`config.mk`:
```
export PLATFORM = sky130hd
export DESIGN_NAME = writeback_regfile_flat
export DESIGN_NICKNAME = d
export VERILOG_FILES = /design/src/rtl/writeback_regfile_if.sv /design/src/rtl/writeback_regfile.sv /design/src/flat_wrapper.sv
export SDC_FILE = /design/constraint.sdc
export NUM_CORES = 2
export LEC_CHECK = 0
export BUFFER_PORTS_ARGS = -buffer_cell sky130_fd_sc_hd__buf_4
export CAP_MARGIN = 10
export CORE_AREA = 2 2 485 487
export DETAILED_ROUTE_END_ITERATION = 16
export DIE_AREA = 0 0 487 489
export GPL_TIMING_DRIVEN = 0
export MAX_ROUTING_LAYER = met4
export PLACE_DENSITY_LB_ADDON = 0.25
export SYNTH_ARGS = -nofsm -noshare
export SYNTH_HDL_FRONTEND = slang
export SYNTH_SLANG_ARGS = --single-unit
```
`constraint.sdc`:
```
create_clock -name clk -period 2.8 [get_ports clk]
set_input_delay 0.14 -clock clk [delete_from_list [all_inputs] [get_ports clk]]
set_output_delay 0.14 -clock clk [all_outputs]
set_load 0.02 [all_outputs]
```
`src/rtl/writeback_regfile_if.sv`:
```
// Bundle between the SEQ Write-back/register-file block and its neighbours.
// The master side drives the retiring instruction. The slave side returns the register state.
interface writeback_regfile_if;
  logic          en;
  logic [3:0]    icode;
  logic [3:0]    rA;
  logic [3:0]    rB;
  logic          Cnd;
  logic [63:0]   valE;
  logic [63:0]   valM;
  logic [1:0]    stat_in;
  logic [1023:0] reg_file;
  logic [3:0]    dstE;
  logic [3:0]    dstM;
  logic          halted;
  logic [1:0]    stat_out;
  logic [63:0]   retired;

  modport master (
    output en, icode, rA, rB, Cnd, valE, valM, stat_in,
    input  reg_file, dstE, dstM, halted, stat_out, retired
  );

  modport slave (
    input  en, icode, rA, rB, Cnd, valE, valM, stat_in,
    output reg_file, dstE, dstM, halted, stat_out, retired
  );
endinterface

```
`src/rtl/writeback_regfile.sv`:
```
// SEQ Y86-64 write-back stage and architectural register file.
// It also holds the run/halt status and the count of retired instructions.
module writeback_regfile #(
  parameter logic [63:0] RSP_INIT = 64'h0
) (
  input logic                 clk,
  input logic                 rst_n,
  writeback_regfile_if.slave  wb
);

  typedef enum logic {RUN = 1'b0, HALTED = 1'b1} state_t;

  localparam logic [1:0] STAT_AOK = 2'd0;
  localparam logic [1:0] STAT_HLT = 2'd1;
  localparam logic [3:0] REG_NONE = 4'hF;
  localparam logic [3:0] REG_RSP  = 4'h4;

  state_t        state_r;
  logic          halted_r;
  logic [1:0]    stat_r;
  logic [63:0]   retired_r;
  logic [63:0]   regs_r [15];
  logic [3:0]    dst_e_s;
  logic [3:0]    dst_m_s;
  logic          commit_s;
  logic          stop_s;
  logic [1023:0] reg_file_s;

  // E destination: cmovXX is gated by Cnd, and stack ops target %rsp
  always_comb begin
    dst_e_s = REG_NONE;
    case (wb.icode)
      4'h2:                      dst_e_s = wb.Cnd ? wb.rB : REG_NONE;
      4'h3, 4'h6:                dst_e_s = wb.rB;
      4'h8, 4'h9, 4'hA, 4'hB:    dst_e_s = REG_RSP;
      default:                   dst_e_s = REG_NONE;
    endcase
  end

  // M destination: only loads and popq write memory data
  always_comb begin
    dst_m_s = REG_NONE;
    case (wb.icode)
      4'h5, 4'hB: dst_m_s = wb.rA;
      default:    dst_m_s = REG_NONE;
    endcase
  end

  // Commit or stop qualification for the current edge
  always_comb begin
    commit_s = 1'b0;
    stop_s   = 1'b0;
    if (state_r == RUN && wb.en) begin
      commit_s = (wb.stat_in == STAT_AOK) && (wb.icode != 4'h0);
      stop_s   = !((wb.stat_in == STAT_AOK) && (wb.icode != 4'h0));
    end else begin
      commit_s = 1'b0;
      stop_s   = 1'b0;
    end
  end

  // Status FSM, register writes and the retired counter
  always_ff @(posedge clk or negedge rst_n) begin
    if (!rst_n) begin
      state_r   <= RUN;
      halted_r  <= 1'b0;
      stat_r    <= STAT_AOK;
      retired_r <= 64'h0;
      for (int i = 0; i < 15; i++) begin
        regs_r[i] <= (i == 4) ? RSP_INIT : 64'h0;
      end
    end else begin
      case (state_r)
        RUN: begin
          if (commit_s) begin
            // valM takes priority when both ports target one register (popq %rsp)
            for (int i = 0; i < 15; i++) begin
              if (dst_m_s == 4'(i)) begin
                regs_r[i] <= wb.valM;
              end else if (dst_e_s == 4'(i)) begin
                regs_r[i] <= wb.valE;
              end else begin
                regs_r[i] <= regs_r[i];
              end
            end
            retired_r <= retired_r + 64'd1;
          end else if (stop_s) begin
            state_r  <= HALTED;
            halted_r <= 1'b1;
            stat_r   <= (wb.stat_in == STAT_AOK) ? STAT_HLT : wb.stat_in;
          end else begin
            state_r <= RUN;
          end
        end
        HALTED: begin
          state_r <= HALTED;
        end
        default: begin
          state_r  <= HALTED;
          halted_r <= 1'b1;
        end
      endcase
    end
  end

  // Flatten the register array; slot 15 is hard-wired zero
  always_comb begin
    reg_file_s = 1024'h0;
    for (int i = 0; i < 15; i++) begin
      reg_file_s[64*i +: 64] = regs_r[i];
    end
  end

  assign wb.reg_file = reg_file_s;
  assign wb.dstE     = dst_e_s;
  assign wb.dstM     = dst_m_s;
  assign wb.halted   = halted_r;
  assign wb.stat_out = stat_r;
  assign wb.retired  = retired_r;

endmodule

```
`src/flat_wrapper.sv`:
```
// flat-port wrapper written by rule: the top's interface ports become plain ports
module writeback_regfile_flat 
#(
  parameter logic [63:0] RSP_INIT = 64'h0
)
  (clk, rst_n, wb_en, wb_icode, wb_rA, wb_rB, wb_Cnd, wb_valE, wb_valM, wb_stat_in, wb_reg_file, wb_dstE, wb_dstM, wb_halted, wb_stat_out, wb_retired);
  writeback_regfile_if wb_i ();
  input logic clk;
  input logic rst_n;
  input wire logic [$bits(wb_i.en)-1:0] wb_en;
  input wire logic [$bits(wb_i.icode)-1:0] wb_icode;
  input wire logic [$bits(wb_i.rA)-1:0] wb_rA;
  input wire logic [$bits(wb_i.rB)-1:0] wb_rB;
  input wire logic [$bits(wb_i.Cnd)-1:0] wb_Cnd;
  input wire logic [$bits(wb_i.valE)-1:0] wb_valE;
  input wire logic [$bits(wb_i.valM)-1:0] wb_valM;
  input wire logic [$bits(wb_i.stat_in)-1:0] wb_stat_in;
  output wire logic [$bits(wb_i.reg_file)-1:0] wb_reg_file;
  output wire logic [$bits(wb_i.dstE)-1:0] wb_dstE;
  output wire logic [$bits(wb_i.dstM)-1:0] wb_dstM;
  output wire logic [$bits(wb_i.halted)-1:0] wb_halted;
  output wire logic [$bits(wb_i.stat_out)-1:0] wb_stat_out;
  output wire logic [$bits(wb_i.retired)-1:0] wb_retired;
  assign wb_i.en = wb_en;
  assign wb_i.icode = wb_icode;
  assign wb_i.rA = wb_rA;
  assign wb_i.rB = wb_rB;
  assign wb_i.Cnd = wb_Cnd;
  assign wb_i.valE = wb_valE;
  assign wb_i.valM = wb_valM;
  assign wb_i.stat_in = wb_stat_in;
  assign wb_reg_file = wb_i.reg_file;
  assign wb_dstE = wb_i.dstE;
  assign wb_dstM = wb_i.dstM;
  assign wb_halted = wb_i.halted;
  assign wb_stat_out = wb_i.stat_out;
  assign wb_retired = wb_i.retired;
  writeback_regfile #(.RSP_INIT(RSP_INIT)) u_core (.clk(clk), .rst_n(rst_n), .wb(wb_i));
endmodule
```
Word level (Yosys, flattened, before mapping)
Cells that the tools add are included.
- $add $sub $neg: 1
- reductions and logical operators: 42
- equality and inequality tests: 36
- bitwise logic cells: 2
- muxes and demuxes: 39
- operators by type and width (kind ; number):
    $mux 64 ; 30
    $eq 4x4->1 const B ; 18
    $add 64x1->64 const B ; 1
    $reduce_and 3->1 ; 16
    $eq 4x3->1 const B ; 10
    $reduce_bool 2->1 ; 15
    $eq 4x2->1 const B ; 6
    $pmux 4 s3 ; 1
    $eq 4x1->1 const B ; 2
    $logic_not 4->1 ; 2
    $mux 4 ; 2
    $mux 1 ; 4
    $reduce_bool 4->1 ; 1
    $reduce_or 2->1 ; 2
    $reduce_or 4->1 ; 1
    $logic_and 1x1->1 ; 2
    $logic_not 2->1 ; 1
    $mux 2 ; 1
    $not 1->1 ; 2
    $pmux 1 s2 ; 1
    $reduce_and 2->1 ; 1
    $logic_not 1->1 ; 1
- input bits: 146
- bits in registers: 1028
- output and inout bits: 1099
- word-level logic and storage cells: 139

Depth between registers and ports, before layout
- word-level depth: 7
- depth in mapped cells: 11
- depth with buffers taken out: 6

Worst setup path before layout
Ideal clock, no wire load.
- path type: input-to-reg
- from: input wb_icode[1]
- to: register u_core.regs_r, in the netlist u_core.wb.reg_file[131]
- stages: 8
- library setup time: 125 ps
- data required time: 2675 ps
- path buffers: 3
- data arrival time: 2467 ps
- setup slack: 208 ps
- cell sequence: clkbuf_2 -> or3b_1 -> buf_2 -> a2111oi_4 -> nand3_1 -> o21ai_2 -> buf_6 -> mux2_4
- word-level cells in the longest chain between the ends: 6
- elaborated cells between the ends (all ways): 21
- classes of those cells: 10 x eq/ne; 4 x mux; 7 x reduce/logical
- ends and longest elaborated chain (what ; RTL line ; text):
    from (decl) ; flat_wrapper.sv:11 ; input wire logic [$bits(wb_i.icode)-1:0] wb_icode;
    $eq 4x4->1, or another cell as far along ; writeback_regfile.sv:32 ; case (wb.icode)
    $reduce_or 4->1, or another cell as far along ; writeback_regfile.sv:32 ;
    $pmux 4 s3 / $mux 4 (equally long branches) ; writeback_regfile.sv:32, writeback_regfile.sv:43 ;
    $eq 4x2->1 (on tied branches) ; writeback_regfile.sv:80, writeback_regfile.sv:78 ;
    $reduce_bool 2->1 (no line) ; n/a ;
    $reduce_and 3->1 (no line) ; n/a ;
    to (signal, indexed assignment) ; writeback_regfile.sv:79 ; regs_r[i] <= wb.valM;
    to (signal, indexed assignment) ; writeback_regfile.sv:81 ; regs_r[i] <= wb.valE;
    to (signal, indexed assignment) ; writeback_regfile.sv:83 ; regs_r[i] <= regs_r[i];
    to (decl) ; writeback_regfile.sv:22 ; logic [63:0] regs_r [15];
Several ways; a longest one is shown, not always the timed one.
A chain may end at the register's enable or synchronous reset.

Final worst setup path
- from: register u_core.state_r
- to: register u_core.regs_r, in the netlist u_core.wb.reg_file[730]
- word-level cells in the longest chain between the ends: 4
- ends and longest elaborated chain (what ; RTL line ; text):
    from (decl) ; writeback_regfile.sv:18 ; state_t state_r;
    from (signal assigned) ; writeback_regfile.sv:65 ; state_r <= RUN;
    from (signal assigned) ; writeback_regfile.sv:88 ; state_r <= HALTED;
    from (signal assigned) ; writeback_regfile.sv:92 ; state_r <= RUN;
    $not 1->1 (no line) (*) ; n/a ;
    $logic_and 1x1->1 ; writeback_regfile.sv:53 ; if (state_r == RUN && wb.en) begin
    $mux 1 ; writeback_regfile.sv:53 ;
    $reduce_and 3->1 (no line) (*) ; n/a ;
    to (signal, indexed assignment) ; writeback_regfile.sv:70 ; regs_r[i] <= (i == 4) ? RSP_INIT : 64'h0;
    to (signal, indexed assignment) ; writeback_regfile.sv:79 ;
    to (signal, indexed assignment) ; writeback_regfile.sv:81 ;
Mark *: on every way between the ends. The rest lies on a longest branch, timed or not.

==> summary.md <==
| Metric | Value |
|---|---|
| Async S/R FF share, synth | 100% |
| Leakage power of the design | 33.6 nW |
| DR pass1 iterations | 5 |
| Fraction of layout cells with a size suffix above 1 | 50.7% |
| Commonest register cell after synthesis | sky130_fd_sc_hd__dfrtp_1 |
| Sequential cell area fraction in the yosys report | 50.9% |
| Final wirelength | 298,000 um |
| Longest Clk Path Bufs | 3 |
| Worst-Margin Slew | 1320 ps |
| Maxcap violations | 0 |
| Switching part of the total power | 27.4% |
| Worst IR drop on VDD | 380 uV |
| Number of synthesized flops with an enable pin | 0 |
| Area growth from synthesis to layout | 40.7% |
| Highest routing layer actually used | met4 |
| DRC violation count after routing | 0 |
| Outcome | complete, but fails checks |
| Number of buffers added to fix hold violations after cts | 146 |
| Overall global routing resource usage | 24.9% |
| Crit end category | flip-flop |
| Die height | 489 um |
| Seq cells post-synth | 1,028 |
| Detailed-route via count | 43,553 |
| Sinks on Clock Net | 1,028 |
| Detailed-routed wire length on met3 | 24,200 um |
| Initial antenna violation count | 52 |
| DR vias/cell | 4.95 |
| CTS Buf Count | 133 |
| Warnings, synthesis | 0 |
| Arrival time at the worst endpoint | 3430 ps |
| Count of buffers inserted at the top-level ports | 1,177 |
| Part of the cycle the worst path needs | 98.6% |
| Root Driver | sky130_fd_sc_hd__clkbuf_16 |
| Hold Violations, Final | 52 |
| Distinct cell type count after synthesis | 58 |
| Total Die Area | 238,000 um^2 |
| Core box area | 234,000 um^2 |
| Required @ worst endpoint | 3470 ps |
| Final cell utilization of the core | 30.4% |
| Final weighted congestion in routability-driven placement | 0.879 |
| Count of boundary I/O pins | 1,245 |
| Minimum hold slack | -84.1 ps |
| Power density normalized to cell area | 506 nW/um^2 |
| DR iter-0 viols | 3,306 |
| Largest driver fanout on the critical path | 12 |
| Drt wl/cell | 33.9 um |
| Clock transition at path regs | 60 ps |
| Sequential Power Share | 42.1% |
| Fin crit period | 2760 ps |
| Final net count | 5,741 |
| Setup repair after global routing missed its margin | true |
| Combinational fraction of design power | 9.7% |
| Total Negative Setup Slacks | 0 ps |
| Via count of the first global-routing pass | 43,193 |
| Dpl hpwl | 225,000 um |
| Total global routing overflow | 0 |
| Starting Density | 21.6% |
| H-Tree Level Count | 4 |
| Cell-internal power | 0.0261 W |
| Power, Total | 0.0360 W |
| Routed Antenna Nets | 0 |
| Startpoint kind of the worst setup timing path | flip-flop |
| Class of the tightest hold or removal check | in2async |
| Type of the worst setup path | reg2reg |
| Pins Over Slew Limit | 0 |
| Max Fclk | 362 MHz |
| Sw power | 0.00985 W |
| Final-report setup violation count | 0 |
| Area of the mapped netlist | 50,500 um^2 |
| CTS tree | yes |
| Synth area leaders | sky130_fd_sc_hd__dfrtp_1 51%, sky130_fd_sc_hd__mux2_2 21%, sky130_fd_sc_hd__o221a_2 4.3% |
| Library cell with the largest summed area after synthesis | sky130_fd_sc_hd__dfrtp_1 |
| Post-synthesis area per instance | 12.6 um^2 |
| Detailed-route wire length on metal 1 | 122,000 um |
| Latest clock arrival within the worst-skew pair | 800 ps |
| Met2 layer wire length in the routed design | 133,000 um |
| Count of standard-cell rows | 178 |
| Wire length of the first global-routing pass | 395,000 um |
| Proportion of power drawn by the clock network | 48.2% |
| Share of the synthesized area in the top cell type | 50.9% |
| Pin count of the biggest net entering global routing | 166 |
| Violations in the final reports | hold timing |
| Chip width | 487 um |
| Number of standard cells after synthesis | 4,011 |
| Worst max-slew margin expressed relative to the limit | 11.8% |
| Worst clock skew | 19.7 ps |
## path summary, 6_finish.rpt
path                                        from                       to  slack, ps  depth (start not counted)
setup / recovery                  u_core.state_r  u_core.wb.reg_file[730]         40                          8
hold / removal                             rst_n   u_core.wb.reg_file[26]        -80                          2
setup reg to reg                  u_core.state_r  u_core.wb.reg_file[730]         40                          8
hold reg to reg            u_core.wb.retired[63]    u_core.wb.retired[63]        480                          1
max in group asynchronous                  rst_n    u_core.wb.retired[41]        280                          5
min in group clk                     wb_icode[0]         u_core.wb.halted        100                          5
## flip-flops by register name, indices dropped and copies added (netlist names)
register	count
u_core.state_r	1
u_core.wb.halted	1
u_core.wb.reg_file	960
u_core.wb.retired	64
u_core.wb.stat_out	2
## critical path, stage by stage (launching register included)
cell                        delay [ps]
sky130_fd_sc_hd__dfrtp_1           470
sky130_fd_sc_hd__nor4b_4           290
sky130_fd_sc_hd__buf_4             180
sky130_fd_sc_hd__and2_4            260
sky130_fd_sc_hd__nand3_4           220
sky130_fd_sc_hd__clkbuf_16         300
sky130_fd_sc_hd__clkbuf_2          330
sky130_fd_sc_hd__o32a_1            400
sky130_fd_sc_hd__o21a_1            120
## cell type report
class                      instances  area (um^2)
fill                           24031       163000
buffer                           528         2720
inverter                          16         60.1
sequential                      1028        25700
multi-input combinational       2496        22700
tap                             3060         3830
clock buffer                     203         3880
antenna                           45          113
clock inverter                    35          424
timing repair buffer            1391        11600
## routing by layer
layer  global-route usage, %  vias up
li1                        -    18267
met1                    30.5    22737
met2                    37.5     2087
met3                    6.68      462
met4                    13.0        0
met5                       -        -
## power by group through the flow
stage | Combinational, W | Clock (W) | Sequential (W)
after floorplan | 0.00115 | 0 | 0.0156
after global placement | 0.00320 | 0 | 0.0154
after detailed placement | 0.00330 | 0 | 0.0154
after CTS | 0.00350 | 0.0177 | 0.0152
after global routing | 0.00368 | 0.0183 | 0.0152
final | 0.00349 | 0.0173 | 0.0152
## cell families (layout without fill, tap and decap cells)
logic type,count (synthesis),in the layout,share of synthesized area [%]
other,1,109,0.00742
flip-flops,1028,1028,50.9
AND/OR/NAND/NOR,223,223,2.40
buffers and inverters,550,2173,5.11
multiplexers,1024,1024,23.3
XOR/XNOR,63,63,1.09
adder cells (fa/ha/maj),1,1,0.0248
AO/OA/AOI/OAI,1121,1121,17.2
## cells in the mapped netlist, drive strengths merged, types with 2 or more instances
master and instances:
a211oi 2, a21boi 2, a21oi 197, a2bb2oi 64, a32oi 2, and2 3
and3 6, and4 5, buf 149, clkbuf 385, dfrtp 1028, inv 16
mux2 1024, nand2 46, nand2b 6, nand3 34, nand3b 2, nand4 29
nand4b 2, nor2 23, nor2b 7, nor3 29, nor4 18, o21a 197
o21ai 200, o221a 192, o22ai 64, o31ai 2, o32a 192, or2 3
or3 3, or4 2, xnor2 27, xor2 36
## cells in the final DEF, fill, tap and decap left out, types with 10 or more instances in the layout
cell type | Yosys | final
sky130_fd_sc_hd__a21oi_1 | 197 | 194
sky130_fd_sc_hd__a2bb2oi_1 | 64 | 64
sky130_fd_sc_hd__buf_1 | 15 | 11
sky130_fd_sc_hd__buf_12 | 0 | 25
sky130_fd_sc_hd__buf_16 | 0 | 22
sky130_fd_sc_hd__buf_2 | 40 | 28
sky130_fd_sc_hd__buf_4 | 64 | 1264
sky130_fd_sc_hd__buf_6 | 30 | 31
sky130_fd_sc_hd__buf_8 | 0 | 10
sky130_fd_sc_hd__clkbuf_1 | 384 | 365
sky130_fd_sc_hd__clkbuf_16 | 0 | 137
sky130_fd_sc_hd__clkbuf_2 | 1 | 40
sky130_fd_sc_hd__clkbuf_4 | 0 | 16
sky130_fd_sc_hd__clkbuf_8 | 0 | 26
sky130_fd_sc_hd__clkinv_2 | 0 | 14
sky130_fd_sc_hd__conb_1 | 1 | 64
sky130_fd_sc_hd__dfrtp_1 | 1028 | 1028
sky130_fd_sc_hd__diode_2 | 0 | 45
sky130_fd_sc_hd__dlygate4sd3_1 | 0 | 146
sky130_fd_sc_hd__inv_1 | 16 | 16
sky130_fd_sc_hd__mux2_2 | 964 | 964
sky130_fd_sc_hd__mux2_4 | 60 | 60
sky130_fd_sc_hd__nand2_1 | 42 | 37
sky130_fd_sc_hd__nand3_1 | 34 | 26
sky130_fd_sc_hd__nand4_1 | 29 | 29
sky130_fd_sc_hd__nor2_1 | 23 | 23
sky130_fd_sc_hd__nor3_1 | 29 | 29
sky130_fd_sc_hd__nor4_1 | 18 | 14
sky130_fd_sc_hd__o21a_1 | 197 | 197
sky130_fd_sc_hd__o21ai_0 | 196 | 195
sky130_fd_sc_hd__o221a_2 | 192 | 192
sky130_fd_sc_hd__o22ai_1 | 64 | 64
sky130_fd_sc_hd__o32a_1 | 192 | 192
sky130_fd_sc_hd__xnor2_1 | 27 | 27
sky130_fd_sc_hd__xor2_1 | 36 | 36
## metrics by stage
step           std cells  setup slack, ps  instance area [um^2]
2_1_floorplan       4074              208                 50800
5_1_grt             8768            -9.66                 71000
3_3_place_gp        8311           -12030                 63400
3_5_place_dp        8360            -1890                 64700
4_1_cts             8756            -11.8                 70900
6_report            8802             38.8                 71100
## timing repair
| item | CTS | global route |
|---|---|---|
| pin swaps | 6 | 3 |
| setup buffers | 16 | 3 |
| endpoints found under the hold margin | 737 | 88 |
| endpoints found under the setup margin | 963 | 493 |
| resized for setup | 70 | 58 |
Note: power is estimated with default switching activity, not from simulation.
